==> config.mk <==
export PLATFORM = sky130hd
export DESIGN_NAME = sdram_local_port_arbiter
export DESIGN_NICKNAME = d
export VERILOG_FILES = /design/src/rtl/sdram_arb_pkg.sv /design/src/rtl/sdram_rd_tag_fifo.sv /design/src/rtl/sdram_local_port_arbiter.sv
export SDC_FILE = /design/constraint.sdc
export NUM_CORES = 1
export LEC_CHECK = 0
export BUFFER_PORTS_ARGS = -buffer_cell sky130_fd_sc_hd__buf_2
export CAP_MARGIN = 5
export CORE_MARGIN = 3
export CORE_UTILIZATION = 25
export CTS_BUF_LIST = sky130_fd_sc_hd__clkbuf_4
export DETAILED_ROUTE_END_ITERATION = 8
export PLACE_DENSITY_LB_ADDON = 0.05
export SLEW_MARGIN = 10
export SYNTH_ARGS = -nofsm -noshare
export SYNTH_HDL_FRONTEND = slang
export SYNTH_HIERARCHICAL = 1
export SYNTH_SLANG_ARGS = --single-unit
==> constraint.sdc <==
create_clock -name clk -period 12.35 [get_ports clk]
set_clock_uncertainty 0.2 [all_clocks]
set_input_delay 1.235 -clock clk [delete_from_list [all_inputs] [get_ports clk]]
set_output_delay 1.235 -clock clk [all_outputs]
set_load 0.02 [all_outputs]
==> src/rtl/sdram_arb_pkg.sv <==
// Shared types for the SDRAM local-port arbiter: FSM states, read-tag layout, port helpers.
// Tag fields are sized for the largest supported configuration (8 ports, 8-bit size) so one struct fits every instance.
package sdram_arb_pkg;

  localparam int MAX_PORTS  = 8;
  localparam int PORT_ID_W  = $clog2(MAX_PORTS);
  localparam int TAG_SIZE_W = 8;

  typedef enum logic [0:0] {
    IDLE,
    WR_BURST
  } arb_state_t;

  typedef struct packed {
    logic [PORT_ID_W-1:0]  port_id;
    logic [TAG_SIZE_W-1:0] size;
  } rd_tag_t;

  function automatic logic [PORT_ID_W-1:0] next_port(input logic [PORT_ID_W-1:0] p,
                                                     input int                   num_ports);
    return (int'(p) == num_ports - 1) ? '0 : p + 1'b1;
  endfunction

endpackage

==> src/rtl/sdram_rd_tag_fifo.sv <==
// Synchronous FIFO for outstanding read tags; head visible combinationally, push/pop registered.
// Push is taken when not full or when a pop frees a slot in the same cycle; pop on empty is ignored.
module sdram_rd_tag_fifo #(
  parameter int W     = 11,
  parameter int DEPTH = 8
) (
  input  logic         clk,
  input  logic         reset,
  input  logic         push,
  input  logic [W-1:0] push_dat,
  input  logic         pop,
  output logic [W-1:0] pop_dat,
  output logic         full,
  output logic         empty
);

  localparam int AW = $clog2(DEPTH);

  logic [W-1:0] mem [DEPTH];
  logic [AW:0]  wr_ptr, rd_ptr;
  logic         do_push, do_pop;

  assign empty   = (wr_ptr == rd_ptr);
  assign full    = (wr_ptr[AW] != rd_ptr[AW]) && (wr_ptr[AW-1:0] == rd_ptr[AW-1:0]);
  assign do_pop  = pop & ~empty;
  assign do_push = push & (~full | do_pop);
  assign pop_dat = mem[rd_ptr[AW-1:0]];

  always_ff @(posedge clk) begin
    if (do_push) mem[wr_ptr[AW-1:0]] <= push_dat;
  end

  always_ff @(posedge clk or posedge reset) begin
    if (reset) begin
      wr_ptr <= '0;
      rd_ptr <= '0;
    end else begin
      if (do_push) wr_ptr <= wr_ptr + 1'b1;
      if (do_pop)  rd_ptr <= rd_ptr + 1'b1;
    end
  end

endmodule

==> src/rtl/sdram_local_port_arbiter.sv <==
// Round-robin merge of NUM_PORTS local request ports onto one controller port, atomic write bursts, tagged read return.
// Command path is combinational (0 cycles), read return is 1 registered cycle; p_waitrequest stays high unless the beat is accepted.
module sdram_local_port_arbiter
  import sdram_arb_pkg::*;
#(
  parameter int NUM_PORTS          = 4,
  parameter int ADDR_W             = 26,
  parameter int DATA_W             = 32,
  parameter int BE_W               = DATA_W / 8,
  parameter int SIZE_W             = 3,
  parameter int MAX_RD_OUTSTANDING = 8
) (
  input  logic                        clk,
  input  logic                        reset,
  input  logic [NUM_PORTS*ADDR_W-1:0] p_address,
  input  logic [NUM_PORTS*SIZE_W-1:0] p_size,
  input  logic [NUM_PORTS*BE_W-1:0]   p_be,
  input  logic [NUM_PORTS*DATA_W-1:0] p_wdata,
  input  logic [NUM_PORTS-1:0]        p_read_req,
  input  logic [NUM_PORTS-1:0]        p_write_req,
  output logic [NUM_PORTS-1:0]        p_waitrequest,
  output logic [DATA_W-1:0]           p_rdata,
  output logic [NUM_PORTS-1:0]        p_rdata_valid,
  output logic [ADDR_W-1:0]           local_address,
  output logic [SIZE_W-1:0]           local_size,
  output logic [BE_W-1:0]             local_be,
  output logic [DATA_W-1:0]           local_wdata,
  output logic                        local_read_req,
  output logic                        local_write_req,
  output logic                        local_burstbegin,
  input  logic                        local_ready,
  input  logic [DATA_W-1:0]           local_rdata,
  input  logic                        local_rdata_valid,
  input  logic                        local_init_done,
  output logic                        rd_fifo_full,
  output logic                        rd_unexpected
);

  arb_state_t            state;
  logic [PORT_ID_W-1:0]  rr_ptr, lock_port, grant, idx;
  logic [SIZE_W-1:0]     beats_left, eff_size;
  logic                  grant_vld, grant_wr, grant_rd, accept;
  logic [MAX_PORTS-1:0]  eligible, wait_pad, rdv_onehot;

  // Per-port views padded to MAX_PORTS so a PORT_ID_W-bit index is always in range.
  logic [ADDR_W-1:0]     addr_a [MAX_PORTS];
  logic [SIZE_W-1:0]     size_a [MAX_PORTS];
  logic [BE_W-1:0]       be_a   [MAX_PORTS];
  logic [DATA_W-1:0]     wdat_a [MAX_PORTS];
  logic [MAX_PORTS-1:0]  wr_a, rd_a;

  logic                  tag_full, tag_empty, tag_push, tag_pop;
  rd_tag_t               tag_in, tag_head;
  logic [TAG_SIZE_W-1:0] rd_cnt, rd_cnt_nxt;

  always_comb begin
    wr_a = '0;
    rd_a = '0;
    for (int i = 0; i < MAX_PORTS; i++) begin
      addr_a[i] = '0;
      size_a[i] = '0;
      be_a[i]   = '0;
      wdat_a[i] = '0;
    end
    for (int i = 0; i < NUM_PORTS; i++) begin
      addr_a[i] = p_address[i*ADDR_W +: ADDR_W];
      size_a[i] = p_size[i*SIZE_W +: SIZE_W];
      be_a[i]   = p_be[i*BE_W +: BE_W];
      wdat_a[i] = p_wdata[i*DATA_W +: DATA_W];
      wr_a[i]   = p_write_req[i];
      rd_a[i]   = p_read_req[i];
    end
  end

  // Eligibility uses the registered full flag, so a pop in this cycle cannot admit a read now.
  always_comb begin
    eligible = '0;
    for (int i = 0; i < MAX_PORTS; i++)
      eligible[i] = local_init_done & (wr_a[i] | (rd_a[i] & ~tag_full));
  end

  always_comb begin
    grant     = lock_port;
    grant_vld = 1'b0;
    idx       = '0;
    if (state == IDLE) begin
      grant = rr_ptr;
      for (int k = 0; k < NUM_PORTS; k++) begin
        idx = PORT_ID_W'((int'(rr_ptr) + k) % NUM_PORTS);
        if (!grant_vld && eligible[idx]) begin
          grant     = idx;
          grant_vld = 1'b1;
        end
      end
    end else begin
      grant_vld = local_init_done & wr_a[lock_port];
    end
    grant_vld = grant_vld & ~reset;
  end

  assign grant_wr = grant_vld & wr_a[grant];
  assign grant_rd = grant_vld & ~wr_a[grant];
  assign accept   = grant_vld & local_ready;
  assign eff_size = (size_a[grant] == '0) ? SIZE_W'(1) : size_a[grant];

  assign local_address    = addr_a[grant];
  assign local_size       = size_a[grant];
  assign local_be         = be_a[grant];
  assign local_wdata      = wdat_a[grant];
  assign local_write_req  = grant_wr;
  assign local_read_req   = grant_rd;
  assign local_burstbegin = grant_vld & (state == IDLE);

  always_comb begin
    wait_pad        = '1;
    wait_pad[grant] = ~accept;
  end
  assign p_waitrequest = wait_pad[NUM_PORTS-1:0];

  always_ff @(posedge clk or posedge reset) begin
    if (reset) begin
      state      <= IDLE;
      rr_ptr     <= '0;
      lock_port  <= '0;
      beats_left <= '0;
    end else begin
      case (state)
        IDLE: begin
          if (accept) begin
            if (grant_wr && eff_size != SIZE_W'(1)) begin
              beats_left <= eff_size - 1'b1;
              lock_port  <= grant;
              state      <= WR_BURST;
            end else begin
              rr_ptr <= next_port(grant, NUM_PORTS);
            end
          end
        end
        WR_BURST: begin
          if (accept) begin
            beats_left <= beats_left - 1'b1;
            if (beats_left == SIZE_W'(1)) begin
              rr_ptr <= next_port(lock_port, NUM_PORTS);
              state  <= IDLE;
            end
          end
        end
        default: state <= IDLE;
      endcase
    end
  end

  assign tag_push = accept & grant_rd;
  assign tag_in   = '{port_id: grant, size: TAG_SIZE_W'(eff_size)};

  sdram_rd_tag_fifo #(
    .W     ($bits(rd_tag_t)),
    .DEPTH (MAX_RD_OUTSTANDING)
  ) u_rd_tag_fifo (
    .clk      (clk),
    .reset    (reset),
    .push     (tag_push),
    .push_dat (tag_in),
    .pop      (tag_pop),
    .pop_dat  (tag_head),
    .full     (tag_full),
    .empty    (tag_empty)
  );

  assign rd_fifo_full = tag_full;
  assign rd_cnt_nxt   = rd_cnt + 1'b1;
  assign tag_pop      = local_rdata_valid & ~tag_empty & (rd_cnt_nxt == tag_head.size);

  always_comb begin
    rdv_onehot                   = '0;
    rdv_onehot[tag_head.port_id] = 1'b1;
  end

  always_ff @(posedge clk or posedge reset) begin
    if (reset) begin
      p_rdata       <= '0;
      p_rdata_valid <= '0;
      rd_cnt        <= '0;
      rd_unexpected <= 1'b0;
    end else begin
      p_rdata_valid <= '0;
      if (local_rdata_valid) begin
        if (tag_empty) begin
          rd_unexpected <= 1'b1;
        end else begin
          p_rdata_valid <= rdv_onehot[NUM_PORTS-1:0];
          p_rdata       <= local_rdata;
          rd_cnt        <= tag_pop ? '0 : rd_cnt_nxt;
        end
      end
    end
  end

endmodule

==> results.ini, run 1 <==
[critical_path]
ff2ff_path_depth=19
regToRegStartpoint=u_rd_tag_fifo/rd_ptr[2]
critical_path_class=reg2out
critPathMaxFanout=65
cp_data_arrival_time_ps=6480
cp.required_ps=10910
reg2reg_to=rr_ptr[0]
start_kind=register
reg2reg_slack_ps=5340
crit_path_end_kind=output port

[place]
dpl.hpwl_mm=25.9
place_ws_ps=4960
port_buffers=414
dpl.cell_count=1913
gp_congestion=0.828

[power]
intPower_mw=1.44
powerDensity_nw_per_um2=250
ir_drop_v=0.000153
p_sw_mw=1.66
clkPwrFrac_pct=10.5
p_leak_nw=5.76
comb_power_share_pct=66.0
pwr-share-seq_pct=23.5
sw_frac_of_total_pct=53.5

[clocking]
cts_root_buffer=clkbuf_4
worstSkewPairLatency_ps=550
hold_buffers=0
numCtsBuffers=17
cts_resized=0
cts_setup_buffers=0
htreeDepth=4
cts.path.max_buffers=2
clkSinkCount=151
clk_pin_slew_ps=140
cts_tree=done

[global_route]
grt_pass1_wl_mm=51.3
grt_antenna_before_repair=5
grt_max_degree=97
grt_usage_pct=16.6
overflow=0
grt_pass1_vias=8783

[detailed_routing]
wirelength_mm=35.0
vias=9043
vias_per_cell=4.64
drc=0
drt-pass1-iter-count=7
drtAntennaViolNets=0
dr.first_iter.drc_count=530
avgRoutedWirePerCell_um=18.0

[finish]
nNetsFinal=1742
finalNonFillerCells=1951
final_common_cell=buf_2
final_cell_mix=buf_2, nand2_1, edfxtp_1
drive_gt1_share_pct=35.4
syn_to_final_growth_pct=32.1

[sta]
fin_crit_sh_pct=64.1
period_needed_ps=7920
hold_ws_ps=278
slew_violations=0
setup_slack_ps=4430
tightest_slew_ps=967
relSlewSlack_pct=35.5
setup_viol=0
timing.fmax_mhz=126
rsz0062_at_grt=no
hold_viol=0
final.setup.tns_ps=0

[die]
ios=415
fp.coreArea_um2=36900
die_h_um=200
fp.dieArea_um2=40000
die_x_um=200
rows=70
start_util_pct=25.5

[worst_hold_path]
hold_class=reg2reg
hold_start=rd_unexpected
min_to=rd_unexpected
hold-path-cell-count=1

[synth]
synthDistinctLibCells=75
syn_area_um2=9410
synth_seq_area_share_pct=44.8
synth_seq_cells=151
synthArstFlopShare_pct=41.7
synthCells=1013
ys.flop_type=edfxtp_1
avgSynthCellArea_um2=9.29
synth_edf_count=88
ys_warn_count=6

[run]
maxCapViolations=0

[run_status]
status=finished clean

## registers in the layout, indices dropped and copies added (netlist names)
name / flops
rr_ptr: 3
p_rdata: 32
u_rd_tag_fifo/mem: 88
rd_unexpected: 1
lock_port: 3
p_rdata_valid: 4
state: 1
u_rd_tag_fifo/rd_ptr: 4
u_rd_tag_fifo/wr_ptr: 4
beats_left: 3
rd_cnt: 8
## worst max-delay path, cell delays in order (launching register included)
cell and delay (ps):
dfrtp_1 800, xnor2_1 190, nand3_1 380, nor2_1 610, nor2b_1 210, nor2_2 290, a41oi_1 180, and2_1 230
o2111ai_1 350, nand2_2 80, buf_4 300, inv_2 540, buf_4 570, mux2_2 410, nand2b_1 220, inv_1 240
buf_2 220
## Yosys cell counts, types with 4 or more instances
cell / n / share of area [%]
nand2_1: 369 / 15
edfxtp_1: 88 / 28
and3_1: 70 / 4.7
dfrtp_1: 63 / 17
a311oi_1: 62 / 5.8
clkbuf_1: 44 / 1.8
o21ai_0: 25 / 1.3
mux4_1: 22 / 6.1
nor2_1: 20 / 0.80
nand2b_1: 17 / 1.1
buf_2: 16 / 0.85
inv_1: 16 / 0.64
mux2_2: 16 / 1.9
nand3_1: 15 / 0.80
xnor2_1: 15 / 1.4
nor3_1: 12 / 0.64
buf_1: 11 / 0.44
a21oi_1: 9 / 0.48
ha_1: 9 / 1.2
nand4_1: 7 / 0.47
nor2b_1: 7 / 0.47
and2_1: 6 / 0.40
mux2i_1: 6 / 0.64
o211ai_1: 6 / 0.48
nor4_1: 5 / 0.33
xor2_1: 5 / 0.47
buf_6: 4 / 0.48
o2111ai_1: 4 / 0.37
o31ai_1: 4 / 0.32
## layout make-up
cell class | instances | area [um2]
inverters | 18 | 70.1
fillers | 3879 | 24400
flip-flops and latches | 151 | 4220
clock buffers | 17 | 128
diodes | 6 | 15.0
multi-input cells | 806 | 4960
clock inverters | 15 | 183
repair buffers | 434 | 2220
well taps | 504 | 631
## worst max-delay path by stage
stage                              end  depth (start not counted)                     from
4_1_cts                  local_size[1]                         16  u_rd_tag_fifo/rd_ptr[2]
3_5_place_dp             local_size[1]                         16  u_rd_tag_fifo/rd_ptr[2]
2_1_floorplan  u_rd_tag_fifo/mem[1][0]                         15  u_rd_tag_fifo/rd_ptr[1]
3_3_place_gp             local_size[1]                         16  u_rd_tag_fifo/rd_ptr[2]
6_report                 local_size[1]                         16  u_rd_tag_fifo/rd_ptr[2]
5_1_grt                  local_size[1]                         16  u_rd_tag_fifo/rd_ptr[2]
## through the flow
stage                     instance area, um2  total power, mW  util (%)
after global placement                 12100             2.84      32.8
after detailed placement               12100             2.82      32.8
final                                  12400             3.10      33.7
after floorplan                         9560             2.13         -
after global routing                   12400             3.38      33.7
after CTS                              12400             3.16      33.7
## power groups by stage
| stage | Combinational (mW) | Sequential (mW) | Clock [mW] |
|---|---|---|---|
| floorplan | 1.35 | 0.781 | 0 |
| global placement | 2.10 | 0.742 | 0 |
| detailed placement | 2.08 | 0.740 | 0 |
| CTS | 2.09 | 0.729 | 0.349 |
| global route | 2.27 | 0.744 | 0.368 |
| finish | 2.05 | 0.729 | 0.327 |
## routing by layer
layer | vias to the layer above | part of all wire, % | track usage (%)
met3 | 26 | 6.9 | 4.25
met5 | - | 0 | 0
li1 | 4461 | - | -
met1 | 4252 | 43 | 21.5
met2 | 304 | 49 | 27.7
met4 | 0 | 1.4 | 4.29
## cell families after synthesis
| kind of cell | after synthesis | share of synthesized area (%) |
|---|---|---|
| AOI/OAI and AO/OA | 148 | 12.8 |
| xor gates and xnor gates | 20 | 1.86 |
| muxes | 46 | 9.17 |
| and+or+nand+nor | 543 | 25.7 |
| other | 1 | 0.0398 |
| DFF | 151 | 44.8 |
| adders and majority gates | 9 | 1.20 |
| buffers and inverters | 95 | 4.40 |
Note: power is estimated with default switching activity, not from simulation.
==> run 2: changes to the inputs <==
Clock period 12.35 ns to 7.1 ns, I/O delays scaled along.
==> results.ini, run 2 (same netlist as run 1, synthesis figures left out) <==
[worst_hold_path]
hold_start=local_rdata[5]  ; was rd_unexpected
min_to=p_rdata[5]  ; was rd_unexpected
hold_class=in2reg  ; was reg2reg
hold-path-cell-count=3  ; was 1

[run]
maxCapViolations=0  ; unchanged

[finish]
multi_input_area_um2=4950  ; was 4960 um2
largest_reg_flops=88  ; unchanged
nNetsFinal=1748  ; was 1742
final_cell_mix=buf_2, nand2_1, edfxtp_1  ; unchanged
syn_to_final_growth_pct=32.6  ; was 32.1%
regArea_um2=4220  ; unchanged
final_common_cell=buf_2  ; unchanged
fill_cells=3923  ; was 3879
drive_gt1_share_pct=35.7  ; was 35.4%

[sta]
fin_crit_sh_pct=87.9
tightest_slew_ps=720  ; was 967 ps
period_needed_ps=6240
setup_slack_ps=856  ; was 4430 ps
slew_violations=0  ; unchanged
relSlewSlack_pct=51.6  ; was 35.5%
final.setup.tns_ps=0  ; unchanged
hold_viol=0  ; unchanged
rsz0062_at_grt=no  ; unchanged
timing.fmax_mhz=160
setup_viol=0  ; unchanged

[global_route]
overflow=0  ; unchanged
grt_pass1_vias=9009  ; was 8783
grt_usage_pct=16.8  ; was 16.6%
grt_antenna_before_repair=9  ; was 5
grt_max_degree=137  ; was 97
grt_pass1_wl_mm=52.3  ; was 51.3 mm

[critical_path]
cp_data_arrival_time_ps=5330  ; was 6480 ps
crit_path_end_kind=output port  ; unchanged
start_kind=register  ; unchanged
reg2reg_slack_ps=1610  ; was 5340 ps
ff2ff_path_depth=18  ; was 19
reg2reg_to=beats_left[1]  ; was rr_ptr[0]
critical_path_class=reg2out  ; unchanged
cp.required_ps=6190  ; was 10910 ps
critPathMaxFanout=136  ; was 65
regToRegStartpoint=u_rd_tag_fifo/rd_ptr[0]  ; was u_rd_tag_fifo/rd_ptr[2]

[die]
ios=415  ; unchanged
die_h_um=200  ; unchanged
fp.coreArea_um2=36900  ; unchanged
rows=70  ; unchanged
die_x_um=200  ; unchanged
fp.dieArea_um2=40000  ; unchanged
start_util_pct=25.5  ; unchanged

[power]
pwr-share-seq_pct=23.3  ; was 23.5%
p_leak_nw=5.80  ; was 5.76 nW
powerDensity_nw_per_um2=435  ; was 250 nW/um2
ir_drop_v=0.000325  ; was 0.000153 V
comb_power_share_pct=66.4  ; was 66.0%
clkPwrFrac_pct=10.2  ; was 10.5%
intPower_mw=2.54  ; was 1.44 mW
sw_frac_of_total_pct=53.2  ; was 53.5%
p_sw_mw=2.89  ; was 1.66 mW

[clocking]
clk_pin_slew_ps=170  ; was 140 ps
numCtsBuffers=17  ; unchanged
htreeDepth=4  ; unchanged
cts_tree=done  ; unchanged
worstSkewPairLatency_ps=550  ; about the same
cts.path.max_buffers=2  ; unchanged
cts_root_buffer=clkbuf_4  ; unchanged
cts_setup_buffers=0  ; unchanged
clkSinkCount=151  ; unchanged

[run_status]
status=finished clean  ; unchanged

[detailed_routing]
wirelength_mm=35.3  ; was 35.0 mm
avgRoutedWirePerCell_um=18.1  ; was 18.0 um
dr.first_iter.drc_count=484  ; was 530
vias_per_cell=4.68  ; was 4.64
drt-pass1-iter-count=5  ; was 7
drc=0  ; unchanged
vias=9159  ; was 9043
drtAntennaViolNets=0  ; unchanged

[place]
dpl.hpwl_mm=26.3  ; was 25.9 mm
place_ws_ps=1330  ; was 4960 ps
gp_congestion=0.840  ; was 0.828
port_buffers=414  ; unchanged

-- run 2: changes by cell type in the layout (fill, tap and decap cells not counted), sizes merged --
cell	before	now
buf	434	439
inv	25	26
clkinvlp	2	1
clkbuf	17	18
clkinv	5	4
dlygate4sd3	0	1
-- run 2: critical path: stages (launching register included) --
cell and delay (ps):
dfrtp_1 350, buf_4 390, xnor2_1 170, nand3_1 100, buf_4 190, nor2_1 470
nor2b_1 150, o21ai_0 240, o21ba_2 210, o21ai_1 380, nand2_4 380, inv_4 210
buf_12 400, nand2_1 100, and3_1 190, a311oi_1 420, buf_2 270
-- run 2: layout make-up --
type | count | area share [%]
repair buffers | 440 | 18.5
well taps | 504 | 5.05
diodes | 6 | 0.120
flip-flops and latches | 151 | 33.8
multi-input cells | 806 | 39.7
clock inverters | 14 | 1.23
inverters | 18 | 0.561
clock buffers | 18 | 1.08
-- run 2: how the worst max path moves through the flow --
stage	from	to	cells after the start
after floorplan	u_rd_tag_fifo/rd_ptr[1]	u_rd_tag_fifo/mem[1][0]	15
after global placement	u_rd_tag_fifo/rd_ptr[0]	local_wdata[1]	16
after detailed placement	u_rd_tag_fifo/rd_ptr[0]	local_wdata[1]	16
after CTS	u_rd_tag_fifo/rd_ptr[0]	local_wdata[1]	16
after global routing	u_rd_tag_fifo/rd_ptr[0]	local_wdata[1]	16
final	u_rd_tag_fifo/rd_ptr[0]	local_wdata[4]	16
-- run 2: layer usage --
metal  part of all wire (%)  up-vias  routed length (um)  global-route usage (%)
met2                     48      325               17000                    27.5
met5                      0        -                   0                       0
met4                    1.1        0                 401                    4.24
met1                     44     4336               15400                    22.3
met3                    7.1       24                2520                    4.46
li1                       -     4474                   -                       -
-- run 2: repair_timing --
item / in CTS / in global routing
hold endpoints to repair: 16 / 0
gates resized for setup: 0 / 0
hold buffers: 1 / 0
-- run 2: power groups by stage --
stage	combinational, mW	sequential [mW]	clock (mW)
after floorplan	2.35	1.36	0
after global placement	3.68	1.29	0
after detailed placement	3.66	1.29	0
after CTS	3.67	1.27	0.588
after global routing	3.99	1.29	0.621
final	3.60	1.27	0.555
-- run 2: per-stage QoR --
stage | total power, mW | instances | cell area (um2) | utilization, % | hold slack (ps)
finish | 5.43 | 1957 | 12500 | 33.9 | 135
floorplan | 3.70 | 1052 | 9560 | - | 245
global placement | 4.97 | 1918 | 12200 | 33.0 | 242
CTS | 5.53 | 1951 | 12500 | 33.8 | 90.0
detailed placement | 4.94 | 1918 | 12200 | 33.0 | 252
global route | 5.90 | 1955 | 12500 | 33.8 | 84.8
